### config.mk
export PLATFORM = sky130hd
export DESIGN_NAME = sha2uart_tx
export DESIGN_NICKNAME = d
export VERILOG_FILES = /design/src/rtl/sha2uart_tx.sv
export SDC_FILE = /design/constraint.sdc
export NUM_CORES = 1
export LEC_CHECK = 0
export BUFFER_PORTS_ARGS = -buffer_cell sky130_fd_sc_hd__clkbuf_2
export CORE_MARGIN = 1.5
export CORE_UTILIZATION = 30
export CTS_BUF_LIST = sky130_fd_sc_hd__clkbuf_2 sky130_fd_sc_hd__clkbuf_4 sky130_fd_sc_hd__clkbuf_8
export DETAILED_ROUTE_END_ITERATION = 16
export PLACE_DENSITY = 0.55
export SYNTH_ARGS = -nofsm -noshare
export SYNTH_HDL_FRONTEND = slang
export SYNTH_SLANG_ARGS = --single-unit
### constraint.sdc
create_clock -name clk -period 2.3 [get_ports clk]
set_clock_uncertainty 0.15 [all_clocks]
set_input_delay 0.69 -clock clk [delete_from_list [all_inputs] [get_ports clk]]
set_output_delay 0.69 -clock clk [all_outputs]
set_load 0.02 [all_outputs]
### src/rtl/sha2uart_tx.sv
// Captures a digest on din_vld and transmits it as 8N1 UART frames, most-significant byte first.
// Frames are sent back to back with an internal baud divider of CLK_FREQ/BAUD clocks per bit.
module sha2uart_tx #(
   parameter int unsigned CLK_FREQ  = 50000000,
   parameter int unsigned BAUD      = 115200,
   parameter int unsigned NUM_BYTES = 20
) (
   input  logic                   clk,
   input  logic                   rstn,
   input  logic [8*NUM_BYTES-1:0] din,
   input  logic                   din_vld,
   output logic                   busy,
   output logic                   uart_tx,
   output logic                   tx_done
);

   localparam int unsigned BaudDiv = CLK_FREQ / BAUD;
   localparam int unsigned CntW    = (BaudDiv > 1) ? $clog2(BaudDiv) : 1;
   localparam int unsigned ByteW   = (NUM_BYTES > 1) ? $clog2(NUM_BYTES) : 1;
   localparam int unsigned MsgW    = 8 * NUM_BYTES;

   typedef enum logic [1:0] {StIdle, StStart, StData, StStop} state_e;

   state_e           state_q, state_d;
   logic [MsgW-1:0]  msg_q, msg_d;
   logic [7:0]       shift_q, shift_d;
   logic [ByteW-1:0] byte_cnt_q, byte_cnt_d;
   logic [2:0]       bit_cnt_q, bit_cnt_d;
   logic [CntW-1:0]  baud_cnt_q, baud_cnt_d;
   logic             tx_q, tx_d;
   logic             busy_q, busy_d;
   logic             baud_tick, last_byte;

   assign baud_tick = (baud_cnt_q == CntW'(BaudDiv - 1));
   assign last_byte = (byte_cnt_q == ByteW'(NUM_BYTES - 1));

   always_comb begin
      state_d    = state_q;
      msg_d      = msg_q;
      shift_d    = shift_q;
      byte_cnt_d = byte_cnt_q;
      bit_cnt_d  = bit_cnt_q;
      baud_cnt_d = baud_cnt_q + 1'b1;
      tx_d       = tx_q;
      busy_d     = busy_q;
      tx_done    = 1'b0;
      unique case (state_q)
         StIdle: begin
            baud_cnt_d = '0;
            if (din_vld) begin
               // msg_q holds only the bytes still to be loaded, left-aligned.
               msg_d      = din << 8;
               shift_d    = din[MsgW-1 -: 8];
               byte_cnt_d = '0;
               bit_cnt_d  = '0;
               tx_d       = 1'b0;
               busy_d     = 1'b1;
               state_d    = StStart;
            end
         end
         StStart: begin
            if (baud_tick) begin
               baud_cnt_d = '0;
               tx_d       = shift_q[0];
               state_d    = StData;
            end
         end
         StData: begin
            if (baud_tick) begin
               baud_cnt_d = '0;
               if (bit_cnt_q == 3'd7) begin
                  tx_d    = 1'b1;
                  state_d = StStop;
               end else begin
                  bit_cnt_d = bit_cnt_q + 3'd1;
                  shift_d   = {1'b0, shift_q[7:1]};
                  tx_d      = shift_q[1];
               end
            end
         end
         StStop: begin
            if (baud_tick) begin
               baud_cnt_d = '0;
               if (last_byte) begin
                  busy_d  = 1'b0;
                  tx_done = 1'b1;
                  state_d = StIdle;
               end else begin
                  byte_cnt_d = byte_cnt_q + 1'b1;
                  shift_d    = msg_q[MsgW-1 -: 8];
                  msg_d      = msg_q << 8;
                  bit_cnt_d  = '0;
                  tx_d       = 1'b0;
                  state_d    = StStart;
               end
            end
         end
         default: state_d = StIdle;
      endcase
   end

   always_ff @(posedge clk or negedge rstn) begin
      if (!rstn) begin
         state_q    <= StIdle;
         msg_q      <= '0;
         shift_q    <= '0;
         byte_cnt_q <= '0;
         bit_cnt_q  <= '0;
         baud_cnt_q <= '0;
         tx_q       <= 1'b1;
         busy_q     <= 1'b0;
      end else begin
         state_q    <= state_d;
         msg_q      <= msg_d;
         shift_q    <= shift_d;
         byte_cnt_q <= byte_cnt_d;
         bit_cnt_q  <= bit_cnt_d;
         baud_cnt_q <= baud_cnt_d;
         tx_q       <= tx_d;
         busy_q     <= busy_d;
      end
   end

   assign busy    = busy_q;
   assign uart_tx = tx_q;

endmodule

## Word level (Yosys, flattened, before mapping)

Cells that the tools add are included.

- Register bits: 189
- Input bits: 163
- Output and inout bits: 3
- Logic and storage cells: 77

- $add $sub $neg: 3
- Equality and inequality tests: 14
- Mux-type cells: 43
- Reductions and logical operators: 9

Operator list:

| operator | count |
|---|---|
| $mux W160 | 3 |
| $pmux W160 S2 | 1 |
| $mux W8 | 5 |
| $pmux W8 S3 | 1 |
| $pmux W9 S2 | 1 |
| $ne A2 B2 Y1 const B | 8 |
| $mux W3 | 5 |
| $mux W5 | 3 |
| $mux W1 | 13 |
| $mux W2 | 5 |
| $pmux W5 S2 | 1 |
| $reduce_and A5 Y1 | 2 |
| $add A9 B1 Y9 const B | 1 |
| $eq A9 B9 Y1 const B | 1 |
| $mux W9 | 1 |
| $pmux W3 S3 | 1 |
| $pmux W2 S4 | 1 |
| $reduce_and A4 Y1 | 2 |
| $reduce_and A6 Y1 | 1 |
| $add A5 B1 Y5 const B | 1 |
| $eq A5 B5 Y1 const B | 1 |
| $eq A2 B2 Y1 const B | 2 |
| $pmux W1 S4 | 1 |
| $add A3 B1 Y3 const B | 1 |
| other kinds (7) | 7 |

## Depth between registers and ports, before layout

Gate-level depths: netlist of the first run.

- Depth after elaboration: 4
- Depth in mapped cells: 9
- Gate-level depth less buffers: 6

## Worst setup path after synthesis of the first run

OpenSTA, ideal clock, no wires.

- Kind: reg2out
- Start point: register state_q[1]
- End point: output tx_done
- Data arrival time: 1.786 ns
- Required time: 1.460 ns
- Path slack: -0.326 ns
- Cell stages (with the launch flop): 6
- Buffers on the path: 3
- Cells stage by stage: dfrtp_1 -> ha_1 -> clkbuf_1 -> clkbuf_1 -> clkbuf_1 -> and3_1

- Longest elaborated chain between the ends: 2

RTL lines:

| item | RTL line | text |
|---|---|---|
| start: declaration | 24 | `state_e state_q, state_d;` |
| start signal: assignment | 104 | `state_q <= StIdle;` |
| start signal: assignment | 113 | `state_q <= state_d;` |
| $eq A2 B2 Y1 | 47 | `unique case (state_q)` |
| $mux W1 | 47 |  |
| end: declaration | 14 | `output logic tx_done` |

No other way between the ends.

## Worst setup path in the final report of the first run

- Start point: register baud_cnt_q[2]
- End point: output tx_done

- Longest elaborated chain between the ends: 3

RTL lines:

| item | RTL line | text |
|---|---|---|
| start: declaration | 29 | `logic [CntW-1:0] baud_cnt_q, baud_cnt_d;` |
| start signal: assignment | 118 | `baud_cnt_q <= baud_cnt_d;` |
| $eq A9 B9 Y1 | 34 | `assign baud_tick = (baud_cnt_q == CntW'(BaudDiv - 1));` |
| $mux W1 | 82 | `if (baud_tick) begin` |
| $mux W1 | 47 |  |

No other way between the ends.

==> metrics.txt, run 1 <==
status=finished with violations; failing checks=negative setup slack; worst reg2reg setup slack=-220 ps; Worst Path Arrival=1820 ps; 1st-pass router iterations=4; Die Wd=177 µm; sequential element share of the synthesized area=0.498; Inst Count DP=1376; Synth Net Count=1027; DRT antenna net count=0; GRT Util Overall=0.149; r2r startpoint=baud_cnt_q[2]; initial antenna violation count=1; worst-margin pin slew=591 ps; Rows=63; post-synthesis register bit count=181; HPWL after detailed placement=16000 µm; setup TNS=-25030 ps; Core ar.=29700 µm²; async set-reset flop share out of synthesis=1.00; grt ovf=0; IO Pins=166; CP max FO=2; reg2reg end=msg_q[155]; leakage power=5.30 nW; number of synthesized flops with an enable pin=0; area grow syn2layout=32.4%; fin worst setup slack=-357 ps; Max VDD drop=1.06 mV; max-cap viol count=0; Netlist Area Pre-Place=9090 µm²; Die H=177 µm; hold depth=1; Hold Crit Start=msg_q[13]; Gate Count Post-Synth=854; Overall Power=19.9 mW; CTS tree=built; Tcrit/Tclk final=1.16; RePlAce Congestion=0.750; htree depth=4; Slew HR=0.605; vias in the first global route=6937; unrepaired setup endpoints after global routing=yes; routed via count=7460; Hold WC Path Type=reg2reg; clock slew at reported path FFs=100 ps; Clock Latency Late Sink=460 ps; yosys warns=0; Final #Nets=1229; Setup-failing EPs final=166; Syn Area/Cell=10.6 µm²; fin util=0.405; layout cells sized above 1=0.301; diode count=0; R2R depth=8; wire per inst=18.1 µm; global-route wire length before repair=37300 µm; total routed wirelength=26400 µm; Worst Hold End=msg_q[13]; total CTS buffers=17; post-route minimum period=2660 ps; Fin. Hold Viols=0; DR DRC count=0; Req. time, crit path=1460 ps; Synth cell types=45; pin count of the biggest net entering global routing=67; Max Clk Rate=376 MHz; clk root buf=clkbuf_8; Power Dens Cells=1650 nW/µm²; Setup CP Type=reg2out; vias per cell=5.11; prevailing post-synth register cell=dfrtp_1; Crit. End Element=output pin; pins over their slew limit=0; Setup crit start kind=flop; Die ar.=31400 µm²; Max clock buf depth=2; dpl ws=-69.7 ps; Port Buffers=165; Starting DRT DRC Count=362; total clock sinks=181; fin cells=1459; Initial Utilization=0.306
## layout by cell type (no fill, tap or decap), drive strengths merged, types with 2 or more instances in the layout
master,n
clkbuf,202
dfrtp,180
mux2i,150
a21oi,145
a31oi,145
buf,91
nand2,23
nor2,18
inv,12
mux2,12
ha,10
and3,9
a21o,8
a22oi,7
nor3,6
nand3,4
xnor2,4
clkinv,4
xor2,3
clkinvlp,3
nor2b,3
nand4,2
nand2b,2
o22ai,2
o2bb2ai,2
o21ai,2
nor4,2
## sequential cells by signal, summed over array words and instances, names as in the netlist
register    count
bit_cnt_q       3
shift_q         8
byte_cnt_q      5
msg_q         152
busy            1
baud_cnt_q      9
uart_tx         1
state_q         2
## synthesized netlist by cell type (all sizes together), types with 3 or more instances
master | n | share of area
xor2 | 3 | 0.0029
nor2b | 3 | 0.0021
a21oi | 145 | 0.080
a22oi | 7 | 0.0058
a31oi | 145 | 0.10
xnor2 | 4 | 0.0039
and3 | 9 | 0.0062
inv | 9 | 0.0037
clkbuf | 56 | 0.023
nor2 | 18 | 0.0074
nand2 | 23 | 0.0098
buf | 34 | 0.028
ha | 10 | 0.014
mux2 | 12 | 0.015
dfrtp | 180 | 0.50
nor3 | 6 | 0.0033
mux2i | 150 | 0.17
a21o | 8 | 0.0066
nand3 | 4 | 0.0022
## area by class of cell
type | instances | area, µm²
Clock buffer | 21 | 283
Timing Repair Buffer | 273 | 2460
Sequential cell | 181 | 4530
Inverter | 9 | 33.8
Clock inverter | 11 | 98.8
Tap cell | 390 | 488
Fill cell | 2910 | 17700
Multi-Input combinational cell | 574 | 4140
## what timing repair did
action / in CTS / in global routing
hold buffers: 1 / 0
buffers inserted: 5 / 20
gates resized for setup: 9 / 36
pin swaps: 3 / 1
setup endpoints to repair: 13 / 147
gates cloned: 0 / 25
hold endpoints to repair: 28 / 0
## worst max-delay path: stages, from the launching register on
cell and delay [ps]:
dfrtp_1 390, or4b_4 560, nor2_4 100, and3_4 200, buf_8 110
## power by group
part / internal, mW / switching (mW)
sequential: 4.78 / 0.841
combinational: 5.92 / 6.13
clock: 0.960 / 1.22
total: 11.7 / 8.20
## stage by stage
stage	instance area [µm²]	hold slack (ps)
finish	12000	339
global placement	10600	310
CTS	11100	342
floorplan	9100	244
detailed placement	10600	317
global route	12000	351
## per-layer routing
| metal | share of wire | global-route usage |
|---|---|---|
| met1 | 0.48 | 0.203 |
| met2 | 0.47 | 0.237 |
| met3 | 0.041 | 0.0361 |
| met4 | 0.013 | 0.0406 |
| met5 | 0.00030 | 0 |
## worst max path at each step
stage	from	slack, ps	endpoint
6_report	baud_cnt_q[2]	-360	tx_done
5_1_grt	baud_cnt_q[2]	-440	tx_done
4_1_cts	baud_cnt_q[2]	-430	tx_done
3_5_place_dp	baud_cnt_q[6]	-70	shift_q[6]
3_3_place_gp	baud_cnt_q[6]	-50	shift_q[1]
2_1_floorplan	baud_cnt_q[6]	-2	tx_done
## cell families (layout without fill, tap and decap cells)
group / Yosys count / after routing / synth area share
simple gates: 75 / 75 / 0.0407
buf+inv: 99 / 314 / 0.0551
mux: 162 / 162 / 0.180
flops: 181 / 181 / 0.498
compound gates: 320 / 320 / 0.205
xor+xnor: 7 / 7 / 0.00674
fa+ha+maj: 10 / 10 / 0.0138
Power figures use the tool's default switching activity.
==> inputs of run 2 (changes only) <==
Settings changed: BUFFER_PORTS_ARGS -buffer_cell sky130_fd_sc_hd__clkbuf_2 to not set, DONT_BUFFER_PORTS set to 1, PLACE_DENSITY 0.55 to 0.5.
==> run 2 against run 1 <==
The run ends with negative hold slack, negative setup slack left; sequential cell count unchanged; final cell count shrank 11%; setup slack gained 30 ps; critical endpoint unchanged; highest routed layer is now met4.
==> metrics.txt, run 2 (synthesis gave the netlist of run 1 again) <==
total CTS buffers=17 (unchanged); max-cap viol count=0 (unchanged); Max VDD drop=0.595 mV (-44%); wire per inst=19.6 µm (+8.6%); GRT Util Overall=0.156 (+0.00696); top flop regs=msg_q x152, baud_cnt_q x9, shift_q x8; initial antenna violation count=0 (-1); Fin. Hold Viols=180 (+180); vias in the first global route=6590 (-5.0%); CP max FO=2 (unchanged); area grow syn2layout=24.6%; 1st-pass router iterations=5 (+1); R2R depth=8 (unchanged); pin count of the biggest net entering global routing=182 (+170%); Slew HR=0.585 (-0.0195); Die ar.=31400 µm² (unchanged); most flop-heavy register=msg_q; Initial Utilization=0.306 (unchanged); IO Pins=166 (unchanged); Setup CP Type=reg2out; layout cells sized above 1=0.175 (-0.126); status=finished with violations; diode count=0 (unchanged); failing checks=negative hold slack, negative setup slack; DR DRC count=0 (unchanged); Starting DRT DRC Count=386 (+6.6%); unrepaired setup endpoints after global routing=yes; total clock sinks=181 (unchanged); setup TNS=-21010 ps (+4020 ps); final instance area=11300 µm² (-5.9%); CTS tree=built; global-route wire length before repair=38200 µm (+2.2%); Req. time, crit path=1460 ps (about the same); Largest register FFs=152 (unchanged); Tcrit/Tclk final=1.14 (-0.0130); Die H=177 µm (unchanged); Crit. End Element=output pin; Max Clk Rate=381 MHz (+1.1%); post-route minimum period=2630 ps (-29.9 ps); commonest non-fill, non-tap cell in the layout=dfrtp_1; fin worst setup slack=-327 ps (+29.9 ps); DRT antenna net count=0 (unchanged); Core ar.=29700 µm² (unchanged); clk root buf=clkbuf_8; Clock Latency Late Sink=490 ps (+30 ps); vias per cell=5.26 (+2.8%); Post-DP Area=9810 µm² (-7.8%); Max clock buf depth=2 (unchanged); Setup-failing EPs final=166 (unchanged); pins over their slew limit=0 (unchanged); Final #Nets=1064 (-13%); commonest non-fill, non-tap cells in the layout=180 x dfrtp_1, 150 x mux2i_1, 145 x a21oi_1, 144 x a31oi_1, 38 x buf_4; RePlAce Congestion=0.739 (-1.4%); Port Buffers=0 (-100%); # fillers=2911 (+0.034%); HPWL after detailed placement=15500 µm (-3.4%); reg2reg end=bit_cnt_q[0]; Rows=63 (unchanged); worst-margin pin slew=620 ps (+29.1 ps); worst reg2reg setup slack=-260 ps (-40 ps); r2r startpoint=baud_cnt_q[3]; Hold WC Path Type=in2async; htree depth=4 (unchanged); Power Dens Cells=1780 nW/µm² (+8.0%); leakage power=4.66 nW (-12%); total routed wirelength=25400 µm (-3.8%); routed via count=6799 (-8.9%); Worst Path Arrival=1790 ps (-30 ps); Die Wd=177 µm (unchanged); grt ovf=0 (unchanged); clock slew at reported path FFs=100 ps (about the same); Min Hold Slack=-242 ps (-581 ps); Setup crit start kind=flop
## run 2: cell count changes in the layout (fill, tap and decap cells not counted), moves of 2 or more
cell | before | now
bufinv_16 | 1 | 3
buf_12 | 25 | 31
buf_4 | 42 | 38
inv_6 | 3 | 5
buf_6 | 12 | 7
clkinv_2 | 4 | 2
clkbuf_2 | 163 | 0
clkbuf_8 | 21 | 17
## run 2: metal layers
layer,GRT usage,wire [µm],share of wire,vias to the layer above
met4,0.0484,320,0.013,0
met3,0.0410,1380,0.054,20
li1,-,-,-,3305
met1,0.213,11500,0.45,3328
met5,0,0,0,-
met2,0.242,12100,0.48,146
## run 2: worst max-delay path: stages (launching register included)
cell     delay, ps
dfrtp_1        400
or4b_4         560
nor2_4         110
and3_4         240
## run 2: metrics by stage
stage	setup slack (ps)	util	instances	power, mW
after floorplan	-1.67	-	854	12.7
after global placement	-26.5	0.330	1211	15.3
after detailed placement	-57.8	0.330	1211	15.5
after CTS	-377	0.358	1262	18.9
after global routing	-402	0.381	1293	21.8
final	-327	0.381	1293	20.2
## run 2: where the power goes
group | switching (mW) | total [mW] | internal [mW]
logic | 6.02 | 12.1 | 6.12
registers | 0.869 | 5.65 | 4.78
clock network | 1.28 | 2.38 | 1.10
total | 8.17 | 20.2 | 12.0
## run 2: worst max-delay path by stage
stage	start	cells after the start	to	slack (ps)
6_report	baud_cnt_q[3]	3	tx_done	-330
3_5_place_dp	baud_cnt_q[6]	6	msg_q[61]	-60
3_3_place_gp	baud_cnt_q[6]	6	msg_q[13]	-30
4_1_cts	baud_cnt_q[2]	3	tx_done	-380
2_1_floorplan	baud_cnt_q[6]	4	tx_done	-2
5_1_grt	baud_cnt_q[3]	3	tx_done	-400
## run 2: cell type report
type	instances	area, µm²	area share
clock inverters	13	170	0.0150
flip-flops and latches	181	4530	0.400
multi-input cells	574	4140	0.366
clock buffers	18	241	0.0213
repair buffers	108	1720	0.152
well taps	390	488	0.0431
inverters	9	33.8	0.00298
## run 2: repair_timing
action / in CTS / in global routing
endpoints found under the hold margin: 181 / 181
cloned: 8 / 21
setup endpoints to repair: 141 / 167
pin swaps: 4 / 2
gates resized for setup: 19 / 35
setup buffers: 12 / 13
